File: src/rtl/cache_mem_arbiter_if.sv
// Bundle of client (icache, dcache, write buffer) and memory-bridge signals around the arbiter.
// master: arbiter side; slave: clients plus bridge.
interface cache_mem_arbiter_if #(
  parameter int unsigned ADDR_W = 32,
  parameter int unsigned LINE_W = 256
);
  logic              ic_rd_req;
  logic [ADDR_W-1:0] ic_rd_addr;
  logic              ic_rd_gnt;
  logic              ic_rd_valid;
  logic [LINE_W-1:0] ic_rd_data;

  logic              dc_rd_req;
  logic [ADDR_W-1:0] dc_rd_addr;
  logic              dc_rd_gnt;
  logic              dc_rd_valid;
  logic [LINE_W-1:0] dc_rd_data;

  logic              wb_wr_req;
  logic [ADDR_W-1:0] wb_wr_addr;
  logic [LINE_W-1:0] wb_wr_data;
  logic              wb_full;
  logic              wb_wr_gnt;
  logic              wb_wr_done;

  logic              mem_rd_req;
  logic [ADDR_W-1:0] mem_rd_addr;
  logic              mem_rd_ready;
  logic              mem_rd_valid;
  logic [LINE_W-1:0] mem_rd_data;
  logic              mem_wr_req;
  logic [ADDR_W-1:0] mem_wr_addr;
  logic [LINE_W-1:0] mem_wr_data;
  logic              mem_wr_ready;
  logic              mem_wr_done;

  modport master (
    input  ic_rd_req, ic_rd_addr, dc_rd_req, dc_rd_addr,
    input  wb_wr_req, wb_wr_addr, wb_wr_data, wb_full,
    input  mem_rd_ready, mem_rd_valid, mem_rd_data, mem_wr_ready, mem_wr_done,
    output ic_rd_gnt, ic_rd_valid, ic_rd_data, dc_rd_gnt, dc_rd_valid, dc_rd_data,
    output wb_wr_gnt, wb_wr_done,
    output mem_rd_req, mem_rd_addr, mem_wr_req, mem_wr_addr, mem_wr_data
  );

  modport slave (
    output ic_rd_req, ic_rd_addr, dc_rd_req, dc_rd_addr,
    output wb_wr_req, wb_wr_addr, wb_wr_data, wb_full,
    output mem_rd_ready, mem_rd_valid, mem_rd_data, mem_wr_ready, mem_wr_done,
    input  ic_rd_gnt, ic_rd_valid, ic_rd_data, dc_rd_gnt, dc_rd_valid, dc_rd_data,
    input  wb_wr_gnt, wb_wr_done,
    input  mem_rd_req, mem_rd_addr, mem_wr_req, mem_wr_addr, mem_wr_data
  );
endinterface

File: src/rtl/cache_mem_arbiter.sv
// Shares one line-wide memory port between icache refill, dcache refill and write-buffer drain.
// One transaction outstanding; reads round-robin, dirty writes forced ahead when needed.
module cache_mem_arbiter #(
  parameter int unsigned ADDR_W       = 32,
  parameter int unsigned LINE_W       = 256,
  parameter int unsigned OFS_W        = 5,
  parameter int unsigned STARVE_LIMIT = 8
) (
  input  logic                 clk,
  input  logic                 reset,
  cache_mem_arbiter_if.master  bus,
  output logic                 arb_busy
);

  localparam int unsigned CNT_W = $clog2(STARVE_LIMIT + 1);

  typedef enum logic [2:0] {StIdle, StRdReq, StRdWait, StRdResp, StWrReq, StWrWait} state_e;

  state_e            state_q;
  logic              rr_q;           // 1: icache wins the next tie
  logic [CNT_W-1:0]  starve_q;
  logic              rd_owner_dc_q;
  logic [LINE_W-1:0] rd_buf_q;

  logic hazard, force_wr, any_rd, pick_dc;

  assign hazard   = bus.dc_rd_req &&
                    (bus.dc_rd_addr[ADDR_W-1:OFS_W] == bus.wb_wr_addr[ADDR_W-1:OFS_W]);
  assign force_wr = bus.wb_wr_req &&
                    (bus.wb_full || (starve_q == CNT_W'(STARVE_LIMIT)) || hazard);
  assign any_rd   = bus.ic_rd_req || bus.dc_rd_req;
  assign pick_dc  = bus.dc_rd_req && (!bus.ic_rd_req || !rr_q);

  always_ff @(posedge clk) begin
    if (reset) begin
      state_q         <= StIdle;
      rr_q            <= 1'b0;
      starve_q        <= '0;
      rd_owner_dc_q   <= 1'b0;
      rd_buf_q        <= '0;
      arb_busy        <= 1'b0;
      bus.ic_rd_gnt   <= 1'b0;
      bus.ic_rd_valid <= 1'b0;
      bus.ic_rd_data  <= '0;
      bus.dc_rd_gnt   <= 1'b0;
      bus.dc_rd_valid <= 1'b0;
      bus.dc_rd_data  <= '0;
      bus.wb_wr_gnt   <= 1'b0;
      bus.wb_wr_done  <= 1'b0;
      bus.mem_rd_req  <= 1'b0;
      bus.mem_rd_addr <= '0;
      bus.mem_wr_req  <= 1'b0;
      bus.mem_wr_addr <= '0;
      bus.mem_wr_data <= '0;
    end else begin
      bus.ic_rd_gnt   <= 1'b0;
      bus.dc_rd_gnt   <= 1'b0;
      bus.wb_wr_gnt   <= 1'b0;
      bus.ic_rd_valid <= 1'b0;
      bus.dc_rd_valid <= 1'b0;
      bus.wb_wr_done  <= 1'b0;
      if (!bus.wb_wr_req) starve_q <= '0;

      case (state_q)
        StIdle: begin
          if (force_wr || (!any_rd && bus.wb_wr_req)) begin
            state_q         <= StWrReq;
            arb_busy        <= 1'b1;
            starve_q        <= '0;
            bus.wb_wr_gnt   <= 1'b1;
            bus.mem_wr_req  <= 1'b1;
            bus.mem_wr_addr <= {bus.wb_wr_addr[ADDR_W-1:OFS_W], {OFS_W{1'b0}}};
            bus.mem_wr_data <= bus.wb_wr_data;
          end else if (any_rd) begin
            state_q        <= StRdReq;
            arb_busy       <= 1'b1;
            rd_owner_dc_q  <= pick_dc;
            rr_q           <= pick_dc;
            bus.mem_rd_req <= 1'b1;
            if (pick_dc) begin
              bus.dc_rd_gnt   <= 1'b1;
              bus.mem_rd_addr <= {bus.dc_rd_addr[ADDR_W-1:OFS_W], {OFS_W{1'b0}}};
            end else begin
              bus.ic_rd_gnt   <= 1'b1;
              bus.mem_rd_addr <= {bus.ic_rd_addr[ADDR_W-1:OFS_W], {OFS_W{1'b0}}};
            end
            if (bus.wb_wr_req && (starve_q != CNT_W'(STARVE_LIMIT))) starve_q <= starve_q + 1'b1;
          end
        end
        StRdReq: begin
          if (bus.mem_rd_ready) begin
            bus.mem_rd_req <= 1'b0;
            // The bridge may return the line in the same cycle it accepts the request.
            if (bus.mem_rd_valid) begin
              rd_buf_q <= bus.mem_rd_data;
              state_q  <= StRdResp;
            end else begin
              state_q  <= StRdWait;
            end
          end
        end
        StRdWait: begin
          if (bus.mem_rd_valid) begin
            rd_buf_q <= bus.mem_rd_data;
            state_q  <= StRdResp;
          end
        end
        StRdResp: begin
          state_q  <= StIdle;
          arb_busy <= 1'b0;
          if (rd_owner_dc_q) begin
            bus.dc_rd_valid <= 1'b1;
            bus.dc_rd_data  <= rd_buf_q;
          end else begin
            bus.ic_rd_valid <= 1'b1;
            bus.ic_rd_data  <= rd_buf_q;
          end
        end
        StWrReq: begin
          if (bus.mem_wr_ready) begin
            bus.mem_wr_req <= 1'b0;
            if (bus.mem_wr_done) begin
              bus.wb_wr_done <= 1'b1;
              arb_busy       <= 1'b0;
              state_q        <= StIdle;
            end else begin
              state_q        <= StWrWait;
            end
          end
        end
        StWrWait: begin
          if (bus.mem_wr_done) begin
            bus.wb_wr_done <= 1'b1;
            arb_busy       <= 1'b0;
            state_q        <= StIdle;
          end
        end
        default: begin
          state_q  <= StIdle;
          arb_busy <= 1'b0;
        end
      endcase
    end
  end

  // Requesters must hold their address steady until granted.
  ic_addr_held: assert property (@(posedge clk) disable iff (reset)
    bus.ic_rd_req && !bus.ic_rd_gnt |=>
      bus.ic_rd_gnt || (bus.ic_rd_req && $stable(bus.ic_rd_addr)));
  dc_addr_held: assert property (@(posedge clk) disable iff (reset)
    bus.dc_rd_req && !bus.dc_rd_gnt |=>
      bus.dc_rd_gnt || (bus.dc_rd_req && $stable(bus.dc_rd_addr)));
  wb_addr_held: assert property (@(posedge clk) disable iff (reset)
    bus.wb_wr_req && !bus.wb_wr_gnt |=>
      bus.wb_wr_gnt || (bus.wb_wr_req && $stable(bus.wb_wr_addr)));

endmodule

File: src/flat_wrapper.sv
// flat-port wrapper written by rule: the top's interface ports become plain ports
module cache_mem_arbiter_flat 
#(
  parameter int unsigned ADDR_W       = 32,
  parameter int unsigned LINE_W       = 256,
  parameter int unsigned OFS_W        = 5,
  parameter int unsigned STARVE_LIMIT = 8
)
  (clk, reset, arb_busy, bus_ic_rd_req, bus_ic_rd_addr, bus_dc_rd_req, bus_dc_rd_addr, bus_wb_wr_req, bus_wb_wr_addr, bus_wb_wr_data, bus_wb_full, bus_mem_rd_ready, bus_mem_rd_valid, bus_mem_rd_data, bus_mem_wr_ready, bus_mem_wr_done, bus_ic_rd_gnt, bus_ic_rd_valid, bus_ic_rd_data, bus_dc_rd_gnt, bus_dc_rd_valid, bus_dc_rd_data, bus_wb_wr_gnt, bus_wb_wr_done, bus_mem_rd_req, bus_mem_rd_addr, bus_mem_wr_req, bus_mem_wr_addr, bus_mem_wr_data);
  cache_mem_arbiter_if #(.ADDR_W(ADDR_W), .LINE_W(LINE_W)) bus_i ();
  input  logic clk;
  input  logic reset;
  output logic arb_busy;
  input wire logic [$bits(bus_i.ic_rd_req)-1:0] bus_ic_rd_req;
  input wire logic [$bits(bus_i.ic_rd_addr)-1:0] bus_ic_rd_addr;
  input wire logic [$bits(bus_i.dc_rd_req)-1:0] bus_dc_rd_req;
  input wire logic [$bits(bus_i.dc_rd_addr)-1:0] bus_dc_rd_addr;
  input wire logic [$bits(bus_i.wb_wr_req)-1:0] bus_wb_wr_req;
  input wire logic [$bits(bus_i.wb_wr_addr)-1:0] bus_wb_wr_addr;
  input wire logic [$bits(bus_i.wb_wr_data)-1:0] bus_wb_wr_data;
  input wire logic [$bits(bus_i.wb_full)-1:0] bus_wb_full;
  input wire logic [$bits(bus_i.mem_rd_ready)-1:0] bus_mem_rd_ready;
  input wire logic [$bits(bus_i.mem_rd_valid)-1:0] bus_mem_rd_valid;
  input wire logic [$bits(bus_i.mem_rd_data)-1:0] bus_mem_rd_data;
  input wire logic [$bits(bus_i.mem_wr_ready)-1:0] bus_mem_wr_ready;
  input wire logic [$bits(bus_i.mem_wr_done)-1:0] bus_mem_wr_done;
  output wire logic [$bits(bus_i.ic_rd_gnt)-1:0] bus_ic_rd_gnt;
  output wire logic [$bits(bus_i.ic_rd_valid)-1:0] bus_ic_rd_valid;
  output wire logic [$bits(bus_i.ic_rd_data)-1:0] bus_ic_rd_data;
  output wire logic [$bits(bus_i.dc_rd_gnt)-1:0] bus_dc_rd_gnt;
  output wire logic [$bits(bus_i.dc_rd_valid)-1:0] bus_dc_rd_valid;
  output wire logic [$bits(bus_i.dc_rd_data)-1:0] bus_dc_rd_data;
  output wire logic [$bits(bus_i.wb_wr_gnt)-1:0] bus_wb_wr_gnt;
  output wire logic [$bits(bus_i.wb_wr_done)-1:0] bus_wb_wr_done;
  output wire logic [$bits(bus_i.mem_rd_req)-1:0] bus_mem_rd_req;
  output wire logic [$bits(bus_i.mem_rd_addr)-1:0] bus_mem_rd_addr;
  output wire logic [$bits(bus_i.mem_wr_req)-1:0] bus_mem_wr_req;
  output wire logic [$bits(bus_i.mem_wr_addr)-1:0] bus_mem_wr_addr;
  output wire logic [$bits(bus_i.mem_wr_data)-1:0] bus_mem_wr_data;
  assign bus_i.ic_rd_req = bus_ic_rd_req;
  assign bus_i.ic_rd_addr = bus_ic_rd_addr;
  assign bus_i.dc_rd_req = bus_dc_rd_req;
  assign bus_i.dc_rd_addr = bus_dc_rd_addr;
  assign bus_i.wb_wr_req = bus_wb_wr_req;
  assign bus_i.wb_wr_addr = bus_wb_wr_addr;
  assign bus_i.wb_wr_data = bus_wb_wr_data;
  assign bus_i.wb_full = bus_wb_full;
  assign bus_i.mem_rd_ready = bus_mem_rd_ready;
  assign bus_i.mem_rd_valid = bus_mem_rd_valid;
  assign bus_i.mem_rd_data = bus_mem_rd_data;
  assign bus_i.mem_wr_ready = bus_mem_wr_ready;
  assign bus_i.mem_wr_done = bus_mem_wr_done;
  assign bus_ic_rd_gnt = bus_i.ic_rd_gnt;
  assign bus_ic_rd_valid = bus_i.ic_rd_valid;
  assign bus_ic_rd_data = bus_i.ic_rd_data;
  assign bus_dc_rd_gnt = bus_i.dc_rd_gnt;
  assign bus_dc_rd_valid = bus_i.dc_rd_valid;
  assign bus_dc_rd_data = bus_i.dc_rd_data;
  assign bus_wb_wr_gnt = bus_i.wb_wr_gnt;
  assign bus_wb_wr_done = bus_i.wb_wr_done;
  assign bus_mem_rd_req = bus_i.mem_rd_req;
  assign bus_mem_rd_addr = bus_i.mem_rd_addr;
  assign bus_mem_wr_req = bus_i.mem_wr_req;
  assign bus_mem_wr_addr = bus_i.mem_wr_addr;
  assign bus_mem_wr_data = bus_i.mem_wr_data;
  cache_mem_arbiter #(.ADDR_W(ADDR_W), .LINE_W(LINE_W), .OFS_W(OFS_W), .STARVE_LIMIT(STARVE_LIMIT)) u_core (.clk(clk), .reset(reset), .bus(bus_i), .arb_busy(arb_busy));
endmodule
File: config.mk
export PLATFORM = sky130hd
export DESIGN_NAME = cache_mem_arbiter_flat
export DESIGN_NICKNAME = d
export VERILOG_FILES = /design/src/rtl/cache_mem_arbiter_if.sv /design/src/rtl/cache_mem_arbiter.sv /design/src/flat_wrapper.sv
export SDC_FILE = /design/constraint.sdc
export NUM_CORES = 2
export LEC_CHECK = 0
export BUFFER_PORTS_ARGS = -buffer_cell sky130_fd_sc_hd__buf_2
export CORE_AREA = 3 3 566 568
export DETAILED_ROUTE_END_ITERATION = 8
export DIE_AREA = 0 0 569 571
export HOLD_SLACK_MARGIN = 0.02
export PLACE_DENSITY_LB_ADDON = 0.3
export SETUP_SLACK_MARGIN = 0.5
export SKIP_CTS_REPAIR_TIMING = 1
export SYNTH_ARGS = -nofsm -noshare
export SYNTH_HDL_FRONTEND = slang
export SYNTH_SLANG_ARGS = --single-unit
File: constraint.sdc
create_clock -name clk -period 2.59 [get_ports clk]
set_input_delay 0.259 -clock clk [delete_from_list [all_inputs] [get_ports clk]]
set_output_delay 0.259 -clock clk [all_outputs]
set_load 0.01 [all_outputs]
==> metrics.md <==
| Metric | Value |
|---|---|
| CP Data Required Time | `3250 ps` |
| F_max | `477 MHz` |
| Starting density of the core | `0.126` |
| Post-synth EDFFs | `0` |
| Pins Over Slew Limit | `0` |
| HP Class | `primary input to flip-flop` |
| VDD IR max | `0.000536 V` |
| Total CTS buffers | `141` |
| Proportion of layout cells with a drive suffix above 1 | `0.271` |
| Crit Path Max Fanout | `8` |
| Startpoint Class | `primary input` |
| GRT Util Overall | `0.127` |
| Overflow after GRT | `0` |
| IO buf count | `1433` |
| Drt first pass iters | `6` |
| Yosys Warn Count | `0` |
| CTS tree | `built` |
| Maximum clock path buffer count | `4` |
| Status | `complete, no violations` |
| Full die area | `0.325 sq mm` |
| Max_cap viols | `0` |
| Synth cell count leaders | `nand2_1 (2114), dfxtp_1 (1095), a21oi_1 (802)` |
| Final Cell Area | `0.0635 sq mm` |
| Post-synth top flop | `dfxtp_1` |
| Core area | `0.315 sq mm` |
| H-Tree Depth | `4` |
| Die Ht | `571 um` |
| Placed cell areas | `0.0522 sq mm` |
| Top-area cell type share of the netlist area | `0.553` |
| CTS clk-pin slew, worst paths | `60 ps` |
| Total wire length | `229 mm` |
| Ys async rst share | `0` |
| Crit end category | `flip-flop` |
| Largest net degree at the start of global routing | `157` |
| Post-layout minimum cycle time | `2100 ps` |
| P&R area growth vs syn | `60.2%` |
| Syn Area/Cell | `8.20 sq um` |
| Crit share post-route | `0.809` |
| Count leader, synth | `nand2_1` |
| Final setup viols | `0` |
| Rel. slew slack | `0.315` |
| Iter 0 DRT Violations | `2748` |
| RSZ-0062 raised after global routing | `true` |
| Data arrival, critical path | `2760 ps` |
| Root buffer selected by CTS | `clkbuf_16` |
| Synth Cell Area | `0.0396 sq mm` |
| Antenna violations before repair | `86` |
| Yosys cell types | `43` |
| Post-synth top area cell | `dfxtp_1` |
| Hpwl dp | `172 mm` |
| Antenna viol nets, final | `0` |
| Min-Delay Path Depth | `5` |
| DIE WIDTH | `569 um` |
| Register area share after synthesis | `0.553` |
| Clock sink count | `1095` |
| Worst Tran Pin Value | `1020 ps` |
| Worst-skew pair later-pin latency | `780 ps` |
| PwrDens | `776 mW/mm^2` |
| Core Util, Final | `0.201` |
| # fillers | `35200` |
| Global-route wire length before repair | `296 mm` |
| Final hold violations | `0` |
| #FFs+latches synth | `1095` |
| Final nets | `7436` |
| Vias/cell | `3.70` |
| Drt wl/cell | `20.6 um` |
| Synthesized netlist cell count | `4835` |
| Cell Rows | `206` |
| Gpl congestion | `0.874` |
| Total number of vias | `41100` |
| IO Pins | `1459` |
| Critical path type | `primary input to flip-flop` |
| Setup TNS | `0 ps` |
| Setup Skew | `42.3 ps` |
| Vias in the first global route | `37700` |
| Leak | `0.0257 uW` |
| Post-route DRC | `0` |
| Top cells by area, synth | `dfxtp_1 (55%), nand2_1 (20%), a21oi_1 (10%)` |
| Reg2reg path depth | `10` |
==> where the power goes <==
group	internal (uW)	total (uW)	switching (uW)
Sequential	18300	19400	1100
Clock	11600	19800	8120
Combinational	4290	10100	5800
==> logic make-up (layout without fill, tap and decap cells) <==
logic type | after synthesis | in the layout | share of synthesized area
muxes | 311 | 311 | 0.0786
xor gates and xnor gates | 28 | 28 | 0.00619
AOI/OAI and AO/OA | 853 | 854 | 0.111
and+or+nand+nor | 2161 | 2161 | 0.207
buffers and inverters | 384 | 2458 | 0.0438
adders and majority gates | 2 | 2 | 0.000631
other | 1 | 39 | 0.0000946
DFF | 1095 | 1095 | 0.553
==> state kept, by name (all words and copies together) (netlist names), 3 cells and up <==
register	cells
u_core.starve_q	4
u_core.bus.mem_wr_data	256
u_core.bus.dc_rd_data	256
u_core.bus.mem_wr_addr	27
u_core.state_q	3
u_core.rd_buf_q	256
u_core.bus.mem_rd_addr	27
u_core.bus.ic_rd_data	256
==> layout by cell type (no fill, tap or decap), types with 5 or more instances in the layout <==
cell type,synthesis,layout
buf_2,20,1432
bufinv_16,0,5
nand3_1,5,5
mux2i_1,310,305
buf_16,0,7
clkbuf_8,0,28
a211oi_1,29,29
clkbuf_16,0,160
buf_4,12,104
nor2_1,9,8
buf_6,30,19
nand2_1,2114,2112
conb_1,1,10
mux2i_2,0,5
inv_6,0,5
diode_2,0,29
a21oi_1,802,800
nor3_1,6,5
dfxtp_1,1095,1090
o21ai_0,9,9
buf_12,0,45
clkinv_2,0,20
clkbuf_1,306,30
dlygate4sd3_1,0,582
nand4_1,8,8
xnor2_1,24,24
==> per-layer routing <==
layer / track usage / up-vias / wire length [um]
met5: 0 / - / 347
met2: 0.208 / 1567 / 108000
met3: 0.0527 / 317 / 17800
met1: 0.146 / 19500 / 96800
li1: - / 19600 / -
met4: 0.0460 / 52 / 6580
==> through the flow <==
stage          setup slack [ps]  hold slack [ps]  instances  power (uW)
2_1_floorplan               567              395       4844       24100
3_3_place_gp               -218              439      10200       28000
3_5_place_dp               -287              443      10200       28100
4_1_cts                     282             -412      10500       48300
5_1_grt                     454              127      11100       51500
6_report                    495              130      11100       49300
==> critical path: stages <==
cell	delay (ps)
dlygate4sd3_1	530
buf_2	270
xnor2_1	160
nand4_1	120
nor2_2	120
buf_4	130
a31o_1	160
and3_4	290
buf_16	170
buf_12	150
buf_8	150
mux2i_2	240
==> area by class of cell <==
cell class / instances / area (sq um) / share of cell area
multi-input combinational: 3366 / 16200 / 0.255
tap: 4160 / 5200 / 0.0820
inverter: 5 / 28.8 / 0.000453
timing repair buffer: 2207 / 15500 / 0.244
clock buffer: 203 / 4130 / 0.0650
clock inverter: 43 / 460 / 0.00725
antenna: 29 / 72.6 / 0.00114
sequential: 1095 / 21900 / 0.345
==> worst paths after layout <==
check                        from                    endpoint  slack, ps
min reg2reg  u_core.rd_buf_q[201]  u_core.bus.ic_rd_data[201]        440
max            bus_wb_wr_addr[25]  u_core.bus.mem_wr_data[86]        490
min              bus_mem_rd_valid           u_core.state_q[0]        130
max reg2reg    u_core.starve_q[1]  u_core.bus.mem_wr_data[86]        540
(Power assumes the default switching activity.)
